[src/rtl/plru_update_unit.sv]
`default_nettype none
// ============================================================================
//  Module   : plru_update_unit
//  Purpose  : Tree pseudo-LRU controller for a 4-way set-associative cache.
//             It sits in front of a dual-port LRU array. For each lookup it
//             reads the 3 PLRU bits of the set and returns the victim way.
//             It then writes back the bits with the touched way marked
//             most-recently-used. Throughput is one lookup per cycle, with
//             valid/ready handshakes on both sides.
//  Ports    :
//    clk, rst                      clock, synchronous active-high reset
//    req_valid/req_ready           lookup request handshake
//    req_set, req_hit, req_way     lookup set, hit flag, hit way
//    resp_valid/resp_ready         victim response handshake
//    resp_set, resp_victim         response set and victim way
//    lru_csb0/web0/addr0/din0      array port0 control (read only)
//    lru_dout0                     array port0 read data
//    lru_csb1/web1/addr1/din1      array port1 control (write only)
//    lru_dout1                     array port1 read data (not used)
//  Revision : 1.0  initial release
// ============================================================================
module plru_update_unit #(
   parameter int S_INDEX = 4
) (
   input  logic               clk,
   input  logic               rst,
   // request side
   input  logic               req_valid,
   output logic               req_ready,
   input  logic [S_INDEX-1:0] req_set,
   input  logic               req_hit,
   input  logic [1:0]         req_way,
   // response side
   output logic               resp_valid,
   input  logic               resp_ready,
   output logic [S_INDEX-1:0] resp_set,
   output logic [1:0]         resp_victim,
   // LRU array port0 (read)
   output logic               lru_csb0,
   output logic               lru_web0,
   output logic [S_INDEX-1:0] lru_addr0,
   output logic [2:0]         lru_din0,
   input  logic [2:0]         lru_dout0,
   // LRU array port1 (write)
   output logic               lru_csb1,
   output logic               lru_web1,
   output logic [S_INDEX-1:0] lru_addr1,
   output logic [2:0]         lru_din1,
   input  logic [2:0]         lru_dout1
);

   // ------------------------------------------------------------------------
   // PLRU tree helpers. b[0] is the root, b[1] the ways 0/1 pair and b[2]
   // the ways 2/3 pair. A set bit points the victim search to the right
   // child.
   // ------------------------------------------------------------------------
   function automatic logic [1:0] plru_victim(input logic [2:0] b);
      logic [1:0] v;
      if (!b[0]) v = b[1] ? 2'd1 : 2'd0;
      else       v = b[2] ? 2'd3 : 2'd2;
      return v;
   endfunction

   // Marking a way MRU points every node on its path away from that way.
   function automatic logic [2:0] plru_update(input logic [2:0] b,
                                              input logic [1:0] way);
      logic [2:0] n;
      n = b;
      case (way)
         2'd0:    begin n[0] = 1'b1; n[1] = 1'b1; end
         2'd1:    begin n[0] = 1'b1; n[1] = 1'b0; end
         2'd2:    begin n[0] = 1'b0; n[2] = 1'b1; end
         default: begin n[0] = 1'b0; n[2] = 1'b0; end
      endcase
      return n;
   endfunction

   // ------------------------------------------------------------------------
   // Stage S1. This stage holds the lookup whose array read is in flight.
   // ------------------------------------------------------------------------
   logic               s1_valid;
   logic [S_INDEX-1:0] s1_set;
   logic               s1_hit;
   logic [1:0]         s1_way;

   logic               accept;
   logic               fire;
   logic [1:0]         victim;
   logic [1:0]         touched;
   logic [2:0]         new_bits;

   // Reset gates the handshakes combinationally. As a result, a lookup still
   // sitting in S1 when rst rises can neither respond nor write back.
   assign req_ready = !rst && (!s1_valid || resp_ready);
   assign accept    = req_valid && req_ready;
   assign fire      = !rst && s1_valid && resp_ready;

   always_ff @(posedge clk) begin
      if (rst) begin
         s1_valid <= 1'b0;
         s1_set   <= '0;
         s1_hit   <= 1'b0;
         s1_way   <= 2'd0;
      end else if (accept) begin
         s1_valid <= 1'b1;
         s1_set   <= req_set;
         s1_hit   <= req_hit;
         s1_way   <= req_way;
      end else if (fire) begin
         s1_valid <= 1'b0;
      end
      // Otherwise the stage is stalled and all S1 registers hold.
   end

   // ------------------------------------------------------------------------
   // Port0 read. While no request is accepted, csb0 stays high, so the array
   // holds dout0 stable for a stalled response.
   // ------------------------------------------------------------------------
   assign lru_csb0  = !accept;
   assign lru_web0  = 1'b1;
   assign lru_addr0 = accept ? req_set : '0;
   assign lru_din0  = 3'b000;

   // ------------------------------------------------------------------------
   // Response and writeback. A same-set lookup immediately behind this one
   // reads the new bits through the array's write-to-read bypass, so no
   // hazard logic is needed here.
   // ------------------------------------------------------------------------
   assign victim   = plru_victim(lru_dout0);
   assign touched  = s1_hit ? s1_way : victim;
   assign new_bits = plru_update(lru_dout0, touched);

   assign resp_valid  = s1_valid && !rst;
   assign resp_set    = s1_set;
   assign resp_victim = victim;

   assign lru_csb1  = !fire;
   assign lru_web1  = !fire;
   assign lru_addr1 = fire ? s1_set   : '0;
   assign lru_din1  = fire ? new_bits : 3'b000;

   // Port1 is write-only from this block's point of view.
   logic unused_dout1;
   assign unused_dout1 = ^lru_dout1;

endmodule
`default_nettype wire

[config.mk]
export PLATFORM = sky130hd
export DESIGN_NAME = plru_update_unit
export DESIGN_NICKNAME = d
export VERILOG_FILES = /design/src/rtl/plru_update_unit.sv
export SDC_FILE = /design/constraint.sdc
export NUM_CORES = 1
export LEC_CHECK = 0
export BUFFER_PORTS_ARGS = -buffer_cell sky130_fd_sc_hd__buf_2
export CORE_MARGIN = 5
export CORE_UTILIZATION = 40
export DETAILED_ROUTE_END_ITERATION = 12
export HOLD_SLACK_MARGIN = 0.06
export PLACE_DENSITY = 0.91
export SLEW_MARGIN = 15
export SYNTH_ARGS = -nofsm -noshare
export SYNTH_HDL_FRONTEND = slang
export SYNTH_SLANG_ARGS = --single-unit
[constraint.sdc]
create_clock -name clk -period 2.2 [get_ports clk]
set_input_delay 0.11 -clock clk [delete_from_list [all_inputs] [get_ports clk]]
set_output_delay 0.11 -clock clk [all_outputs]
set_load 0.05 [all_outputs]
Word-level counts from Yosys, hierarchy flattened
Index checks and enable logic that the tools add are counted.
{ "classes": {"n_reduce_logical": 12, "eq_ne": 2, "n_mux": 12} }
{ "ops": {"columns": ["cell", "n"], "rows": [
  ["two-way mux 4 bit", 2],
  ["two-way mux 1 bit", 5],
  ["logical AND 1 bit", 4],
  ["zero test 1 bit", 4],
  ["two-way mux 2 bit", 2],
  ["case mux 1 bit (2 select lines)", 2],
  ["two-way mux 3 bit", 1],
  ["equality test 2 x 1 -> 1 bit, second input constant", 1],
  ["equality test 2 bit, second input constant", 1],
  ["zero test 2 bit", 1],
  ["nonzero test 2 bit", 1],
  ["OR reduction 2 bit", 1],
  ["logical OR 1 bit", 1]
]} }
{ "word_totals": {"input_bits": 17, "regBits": 8, "word_cells": 30} }

Depth between registers and ports, before layout
Gate-level depths: netlist of run 1.
{ "logic_depth": {"ltp_word": 7, "ltp_mapped": 4, "ltp_nobuf": 3} }

Least setup slack after synthesis of run 1
Ideal clock, no wire load.
{ "synth_timing": {"kind": "reg2out", "start": "register s1_valid", "end": "output lru_din1[0]", "stages_incl_launch_ff": 4, "setup_slack_ns": -0.355, "required_time_ns": 2.090, "t_arrival_ns": 2.445, "n_path_buf": 0, "cell_sequence": "dfxtp_1 -> nor2b_4 -> nand2_1 -> a211oi_1"} }
{ "synth_via": {"elab_chain_len": 3} }
{ "synth_lines": {"columns": ["item", "line", "text"], "rows": [
  ["from (decl)", "81", "logic s1_valid;"],
  ["from (signal assigned)", "100", "s1_valid <= 1'b0;"],
  ["from (signal assigned)", "105", "s1_valid <= 1'b1;"],
  ["from (signal assigned)", "110", "s1_valid <= 1'b0;"],
  ["logical AND 1 bit", null, null],
  ["via resp_valid", "34", "output logic resp_valid,"],
  ["logical AND 1 bit", "96", "assign fire = !rst && s1_valid && resp_ready;"],
  ["two-way mux 3 bit", "140", "assign lru_din1 = fire ? new_bits : 3'b000;"],
  ["to (decl)", "48", "output logic [2:0] lru_din1,"]
]} }
The timed path passes the listed nets, and every way through them passes these cells.

Final worst setup path of run 1
{ "layout_timing": {"start": "register s1_valid", "end": "output lru_din1[0]"} }
{ "layout_via": {"elab_chain_len": 3} }
{ "layout_lines": {"columns": ["item", "line"], "rows": [
  ["logical AND 1 bit (2 in a row)", "96"],
  ["two-way mux 3 bit", "140"]
]} }
Every way passes these cells.

==> results.md, run 1 <==
Status:
- The run finished with clean final reports.

Job:
- Max-cap violations in this run came to 0.

Critical path:
- The classification of the worst setup path is flip-flop to primary output.
- The launching instance or port of the critical path is s1_valid.
- Along the worst path, the maximum fanout reaches 6.
- The worst setup path is captured at a primary output.
- For the worst setup path, the data required time is 2.09 ns.
- STA puts the critical path data arrival time at 1.41 ns.
- The startpoint of the worst register-to-register path is s1_valid.
- STA classifies the critical path startpoint as a flip-flop.

CTS:
- The maximum buffer depth of the clock tree is 2.
- The total clock buffers created by CTS is 3.
- Counting every sink on the clock net gives 8.
- The clock-pin transition on the worst setup and hold timing paths is 0.05 ns.
- The H-tree level count is 1.
- After clock tree synthesis, the flow added hold-fix buffers numbering 0.
- The buffer cell driving the clock tree root is clkbuf_4.
- TritonCTS built the clock tree.
- Clock latency on the worst-skew pair, taken at its later pin, is 0.25 ns.
- Post-CTS timing repair inserted 0 buffers for setup.
- The number of gates resized after CTS is 0.

Placement:
- Prior to clock tree synthesis, the placed netlist has a worst setup slack of 0.943 ns.
- Input and output buffers added on the ports amount to 35.
- Detailed placement finished with a half-perimeter wire length of 1030 µm.
- The congestion estimate from routability-driven global placement came to 0.671.

Power:
- The switching share of total power is 38.7%.
- The relative contribution of the clock network to total power is 25.1%.
- In this run, flip-flops and latches consume 38.7% of the power.
- The cell area power density is 605 nW/µm².
- The combinational group share of total power is 36.2%.
- In this run the power spent charging and discharging nets is 166 µW.
- VDD sags by at most 402 µV.
- The internal power of the cells totals 262 µW.
- The static leakage power is 0.000388 µW.

Logic synthesis:
- For this run, the register share of the synthesized area comes to 30.3%.
- The dominant synthesized flop cell is dfxtp_1.
- The most instantiated library cell after synthesis is dfxtp_1.
- The synthesized netlist cell count is 57.
- The mean instance size in the synthesized netlist is 9.29 µm².
- After synthesis, the cell types taking the most area are dfxtp_1 (30%), a31o_1 (12%), and3_4 (8.5%), buf_4 (8.5%), and3_1 (8.3%).
- During synthesis, Yosys emitted a total of 0 warnings.
- After synthesis the cells add up to 529 µm².
- In the synthesized netlist the async set-or-reset flop fraction comes to 0%.
- The compound-gate portion of the synthesized area is 17.7%.
- The combinational family with the most area after synthesis is simple AND/OR/NAND/NOR gates.
- The biggest area consumer among synthesized cells is dfxtp_1.
- The synthesized-area fraction occupied by and/or/nand/nor cells is 30.5%.
- The synthesized netlist devotes 3.31% of its cell area to XOR and XNOR gates.
- By count the netlist is led by dfxtp_1 (8), a31o_1 (7), and3_1 (7).
- The count of different cell masters after synthesis is 22.
- The synthesized design devotes to its leading area cell type 30.3% of total area.
- The post-synthesis adder-cell area fraction is 0%.
- Measured against the total synthesized area, the mux share comes to 4.02%.
- The register bit total from synthesis is 8.
- The synthesized design contains 0 enable-type register cells.

Drt:
- For this block, the routed nets add up to 1310 µm of wire.
- The ratio of routed vias to standard cells is 4.94.
- The first-pass detailed-route iteration total is 2.
- The count of nets left with antenna violations once routing finished came out at 0.
- The vias after detailed routing is 519.
- The number of remaining DRC errors is 0.
- The routed wirelength normalized by instance count is 12.4 µm.
- The first routing iteration left 3 violations.

Die:
- The placeable core region is 1270 µm².
- The floorplan has 13 rows.
- Pin placement for this block handled 43 I/O pins.
- For this configuration, the core starts out at a cell density of 41.7%.
- The floorplan step set the die width to 46.4 µm.
- The die boundary height is 46.4 µm.
- The die covers 2150 µm².

Global route:
- The number of antenna violations at the first check in global routing is 0.
- The global-route wire length before repair is 1990 µm.
- Global routing finished with a remaining overflow of 0.
- The maximum number of pins on one net before global-route repair is 11.
- Across every metal layer, demand over resource in global routing totals 12.9%.
- The via count of the first global-routing pass is 497.

STA:
- For the final routed database, the setup TNS stands at 0 ns.
- Setup violations remaining at the end of the flow were counted as 0.
- The number of hold violations in the final report came to 0.
- Static timing analysis puts the maximum clock frequency at 0.656 GHz.
- The final critical path takes up 69.3% of the cycle.
- The final max-slew violation count came to 0.
- The largest clock skew in the final design is 0.00352 ns.
- The final setup slack of the worst path is 0.676 ns.
- Setup repair after global routing left no endpoint under its margin.
- The minimum clock period after layout is 1.52 ns.

Worst hold path:
- The startpoint of the worst hold path is req_valid.
- The kind of path behind the tightest hold check is input pin to flip-flop.

Final layout:
- Cells with a size suffix above 1 make up 53.3% of the layout.
- 0 antenna diodes ended up in the layout.
- The final net count is 109.
- The area growth from synthesis to layout is 33.6%.
[area by class of cell]
cell class,instances,area (µm²)
Tap cell,15,18.8
Inverter,3,11.3
Timing Repair Buffer,35,175
Sequential cell,8,160
Fill cell,122,562
Multi-Input combinational cell,41,319
Clock buffer,3,22.5
[sequential cells by signal (all words and copies together), names as in the netlist]
register and count:
resp_set 4, s1_hit 1, s1_valid 1, s1_way 2
[metrics by stage]
stage	total power, µW	utilization (%)	hold slack [ns]	instances	area [µm²]
6_report	428	55.7	0.108	105	707
5_1_grt	461	55.7	0.107	105	707
4_1_cts	433	55.7	0.0978	105	707
3_5_place_dp	323	53.9	0.362	102	684
3_3_place_gp	321	53.9	0.362	102	684
2_1_floorplan	293	-	0.179	59	547
[final timing paths]
| check | end | slack [ns] | depth (start not counted) |
|---|---|---|---|
| min | s1_valid | 0.11 | 3 |
| min reg2reg | s1_way[0] | 0.47 | 1 |
| max | lru_din1[0] | 0.68 | 4 |
| max reg2reg | s1_way[1] | 1.06 | 3 |
[power by group through the flow]
| stage | Combinational (µW) | Clock [µW] | Sequential [µW] |
|---|---|---|---|
| after CTS | 156 | 112 | 165 |
| after global placement | 153 | 0 | 168 |
| after global routing | 163 | 131 | 166 |
| after detailed placement | 155 | 0 | 168 |
| after floorplan | 108 | 0 | 185 |
| final | 155 | 108 | 165 |
[cell families after synthesis]
group,after synthesis
XOR/XNOR,2
AND/OR/NAND/NOR,21
other,2
multiplexers,2
AO/OA/AOI/OAI,12
flip-flops,8
buffers and inverters,10
[routing by layer]
layer / GRT usage, % / wire length, µm / vias to the layer above
li1: - / - / 260
met1: 15.1 / 503 / 233
met2: 21.7 / 665 / 26
met3: 5.08 / 138 / 0
met4: 3.41 / 0 / 0
met5: 0 / 0 / -
[placed cells by master, fill, tap and decap left out]
cell	netlist	final
a211oi_2	0	2
and3_4	4	4
clkbuf_4	0	3
nor2b_4	2	2
mux2_2	1	1
nor2b_1	1	1
dfxtp_1	8	8
a31o_1	7	7
o211ai_1	1	1
nand2_2	1	1
nor2_1	1	1
mux2i_1	1	1
buf_2	0	35
xor2_1	1	1
and2_1	1	1
conb_1	2	4
a21oi_1	2	2
and3_1	7	7
nand2_1	1	1
xnor2_1	1	1
inv_1	3	3
nand2b_1	3	3
[critical path, stage by stage, from the launching register on]
cell	delay [ns]
dfxtp_1	0.32
nor2b_4	0.19
nand2_1	0.16
a211oi_2	0.21
buf_2	0.29
Note: power is estimated with default switching activity, not from simulation.
==> inputs of run 2 (changes only) <==
Settings changed: ABC_AREA set to 1, CORE_UTILIZATION 40 to 33, PLACE_DENSITY 0.91 to 0.82.
Clock period 2.2 ns to 1.36 ns, I/O delays scaled along.
==> run 2 against run 1 <==
Global-route usage fell by 0.96 points. Flip-flop and latch count did not move. Critical endpoint is now lru_din1[1]. Register-to-register slack lost 0.69 ns. Total power up 64%.
==> results.md, run 2 <==
Status:
- Outcome: completed (unchanged).

Drt:
- The uppermost layer routed is met4 (was met3).
- The met2 layer wire length in the routed design is 734 µm (was 665 µm).
- The number of nets with antenna violations after detailed routing is 0 (unchanged).
- The detailed-routed wire length on met3 is 164 µm (was 138 µm).
- The aggregate routed wire length is 1480 µm (was 1310 µm).
- The first-pass detailed-route iteration total is 3 (was 2).
- The iteration-0 DRC count of the detailed router is 8 (was 3).
- The ratio of routed vias to standard cells is 4.67 (was 4.94).
- The routed wirelength normalized by instance count is 11.0 µm (was 12.4 µm).
- The number of remaining DRC errors is 0 (unchanged).
- The vias after detailed routing came to 626 (was 519).
- The post-route met1 wirelength came to 564 µm (was 503 µm).

CTS:
- The maximum buffer depth of the clock tree is 2 (unchanged).
- The worst-skew pair later-pin latency is 0.24 ns (was 0.25 ns).
- The H-tree level count came to 1 (unchanged).
- The CTS tree is yes (unchanged).
- The buffer cell driving the clock tree root is clkbuf_4 (unchanged).
- The number of clock sinks seen by CTS is 8 (unchanged).
- The total clock buffers created by CTS is 3 (unchanged).
- The clock-pin transition on the worst setup and hold timing paths is 0.05 ns (about the same).

Logic synthesis:
- The share of the synthesized area in the top cell type is 30.3% (about the same).
- Most frequent cells after synthesis: nand2_1 (20), inv_1 (12), dfxtp_1 (8) (was dfxtp_1 (8), a31o_1 (7), and3_1 (7)).
- The biggest area consumer among synthesized cells is dfxtp_1 (unchanged).
- Synth top area cells: dfxtp_1 (30%), nand2_1 (14%), buf_4 (8.5%), inv_1 (8.5%), nand3_1 (6.6%) (was dfxtp_1 (30%), a31o_1 (12%), and3_4 (8.5%), buf_4 (8.5%), and3_1 (8.3%)).
- The most instantiated library cell after synthesis is nand2_1 (was dfxtp_1).
- The count of warnings emitted by yosys is 0 (unchanged).
- The register bit total from synthesis is 8 (unchanged).
- The area of the mapped netlist is 528 µm² (was 529 µm²).
- The mean instance size in the synthesized netlist is 6.52 µm² (was 9.29 µm²).
- The count of different cell masters after synthesis is 18 (was 22).
- The synthesized netlist cell count was 81 (was 57).
- The share of async-settable or async-resettable flops after synthesis is 0% (unchanged).
- The count of flip-flops with a built-in enable after synthesis is 0 (unchanged).
- The dominant synthesized flop cell is dfxtp_1 (unchanged).
- The fraction of the yosys area taken by sequential cells is 30.3% (about the same).

Die:
- The number of placement rows was 14 (was 13).
- The number of placed I/O pins came to 43 (unchanged).
- The width of the chip is 50 µm (was 46.4 µm).
- The effective utilization at floorplan came to 35.0% (was 41.7%).
- The die boundary height is 50 µm (was 46.4 µm).
- The die area came to 2500 µm² (was 2150 µm²).
- The placeable core region is 1510 µm² (was 1270 µm²).

Global route:
- The via count of the first global-routing pass was 575 (was 497).
- The total routing usage reported by global routing is 12.0% (was 12.9%).
- The number of antenna violations at the first check in global routing came to 0 (unchanged).
- The global-route wire length before repair was 2390 µm (was 1990 µm).
- The maximum number of pins on one net before global-route repair is 10 (was 11).
- The global-route congestion overflow total was 0 (unchanged).

Final layout:
- The most frequent standard cell in the layout excluding fill and tap cells is buf_2 (unchanged).
- The number of flip-flops under the largest register name was 4 (unchanged).
- The post-synthesis to final-layout area growth is 58.8% (was 33.6%).
- The multi-input gate area in the final layout is 328 µm² (was 319 µm²).
- The final net count is 137 (was 109).
- The share of the core filled with cells in the final layout is 55.6% (was 55.7%).
- The ratio of cells with drive above 1 in the final layout came to 55.1% (was 53.3%).
- The area used by sequential logic in the layout is 165 µm² (was 160 µm²).
- The number of inserted diodes is 0 (unchanged).
- Commonest cells after routing, fill and taps aside: buf_2 (28), nand2_1 (13), inv_1 (11) (was buf_2 (35), dfxtp_1 (8), and3_1 (7), a31o_1 (7)).
- The fill cell instance count of the final layout was 146 (was 122).

Critical path:
- The startpoint kind of the worst setup timing path is a flip-flop (unchanged).
- The critical path required time is 1.29 ns (was 2.09 ns).
- The data arrival time of the worst path was 1.26 ns (was 1.41 ns).
- The classification of the worst setup path is flip-flop to primary output (unchanged).
- The endpoint type of the worst setup path is a primary output (unchanged).
- The worst-path maximum fanout is 7 (was 6).

STA:
- The top achievable clock speed is 0.755 GHz.
- The largest clock skew in the final design came to 0.00248 ns (was 0.00352 ns).
- The setup TNS is 0 ns (unchanged).
- Unrepaired setup endpoints after global routing: yes (was no).
- The final max-slew violation count is 0 (unchanged).
- The smallest clock period supported by the final layout is computed as 1.33 ns.
- The number of hold violations in the final report came to 0 (unchanged).
- The worst path uses 97.4% of the clock period.
- The final number of setup-violating endpoints was 0 (unchanged).

Placement:
- The total of buffers placed on input and output ports came to 35 (unchanged).
- The placed wire-length estimate after detailed placement is 1130 µm (was 1030 µm).
- The routability congestion estimate came to 0.738 (was 0.671).

Power:
- The share of total power in sequential cells is 37.2% (was 38.7%).
- The internal power summed over all cells is 423 µW (was 262 µW).
- The cell area power density is 836 nW/µm² (was 605 nW/µm²).
- The worst ir drop on vdd is 472 µV (was 402 µV).
- The switching power summed over all nets is 278 µW (was 166 µW).
- The static leakage power is 0.000459 µW (was 0.000388 µW).
- The combinational group share of total power is 37.9% (was 36.2%).
- The relative contribution of the clock network to total power is 25.0% (was 25.1%).
- The total power after layout is 701 µW (was 428 µW).
- The switching share of total power is 39.7% (was 38.7%).

Worst hold path:
- The kind of path behind the tightest hold check is input pin to flip-flop (unchanged).

Job:
- The max-cap check violation count is 0 (unchanged).
==> run 2: cell count changes after synthesis, moves of 7 or more <==
cell | before | now
a31o_1 | 7 | 0
and3_1 | 7 | 0
inv_1 | 3 | 12
nand2_1 | 1 | 20
nand3_1 | 0 | 7
==> run 2: final timing paths <==
kind / startpoint / slack (ns) / to / cells after the start
worst max-delay path: s1_valid / 0.03 / lru_din1[1] / 7
worst min-delay path: req_hit / 0.08 / s1_hit / 3
worst max register to register: s1_valid / 0.37 / resp_set[0] / 4
worst min register to register: resp_set[1] / 0.48 / resp_set[1] / 2
==> run 2: layout make-up <==
cell class,count,area share (%)
clock buffer,3,2.69
inverter,14,6.57
multi-input combinational,53,39.1
sequential,8,19.7
tap,16,2.39
timing repair buffer,40,29.6
==> run 2: logic make-up (layout without fill, tap and decap cells) <==
family                 Yosys count  count (layout)  synth area share, %
DFF                              8               8                 30.3
and+or+nand+nor                 41              41                 39.3
AOI/OAI and AO/OA                8               8                 7.58
other                            2               4                 1.42
buffers and inverters           22              57                 21.3
==> run 2: what timing repair did <==
action / CTS / global route
setup endpoints to repair: 3 / 2
hold buffers: 1 / 0
pin swaps: 4 / 3
setup buffers: 2 / 2
gates resized for setup: 13 / 8
endpoints found under the hold margin: 1 / 0
==> run 2: per-layer routing <==
metal	global-route usage, %	vias to the layer above
li1	-	318
met1	14.1	275
met2	19.5	31
met3	2.71	2
met4	6.55	0
met5	0	-
==> run 2: stage by stage <==
| step | cell area [µm²] | cells | hold slack [ns] | worst slack (ns) |
|---|---|---|---|---|
| finish | 838 | 134 | 0.0759 | 0.0348 |
| global route | 838 | 134 | 0.0931 | -0.0282 |
| CTS | 806 | 132 | 0.0638 | -0.00178 |
| detailed placement | 719 | 126 | 0.306 | 0.0878 |
| global placement | 719 | 126 | 0.299 | 0.111 |
| floorplan | 584 | 83 | 0.206 | -0.103 |
==> run 2: power by group through the flow <==
stage	Sequential, µW	Clock (µW)	Combinational, µW
after floorplan	282	0	180
after global placement	264	0	235
after detailed placement	265	0	238
after CTS	260	182	254
after global routing	263	195	281
final	260	175	265
==> run 2: critical path: stages (launching register included) <==
cell     delay [ns]
dfxtp_4        0.36
inv_4          0.04
nor2_8         0.11
nand2_8        0.10
nor2_4         0.13
nand2_2        0.07
nand2_4        0.06
buf_8          0.14
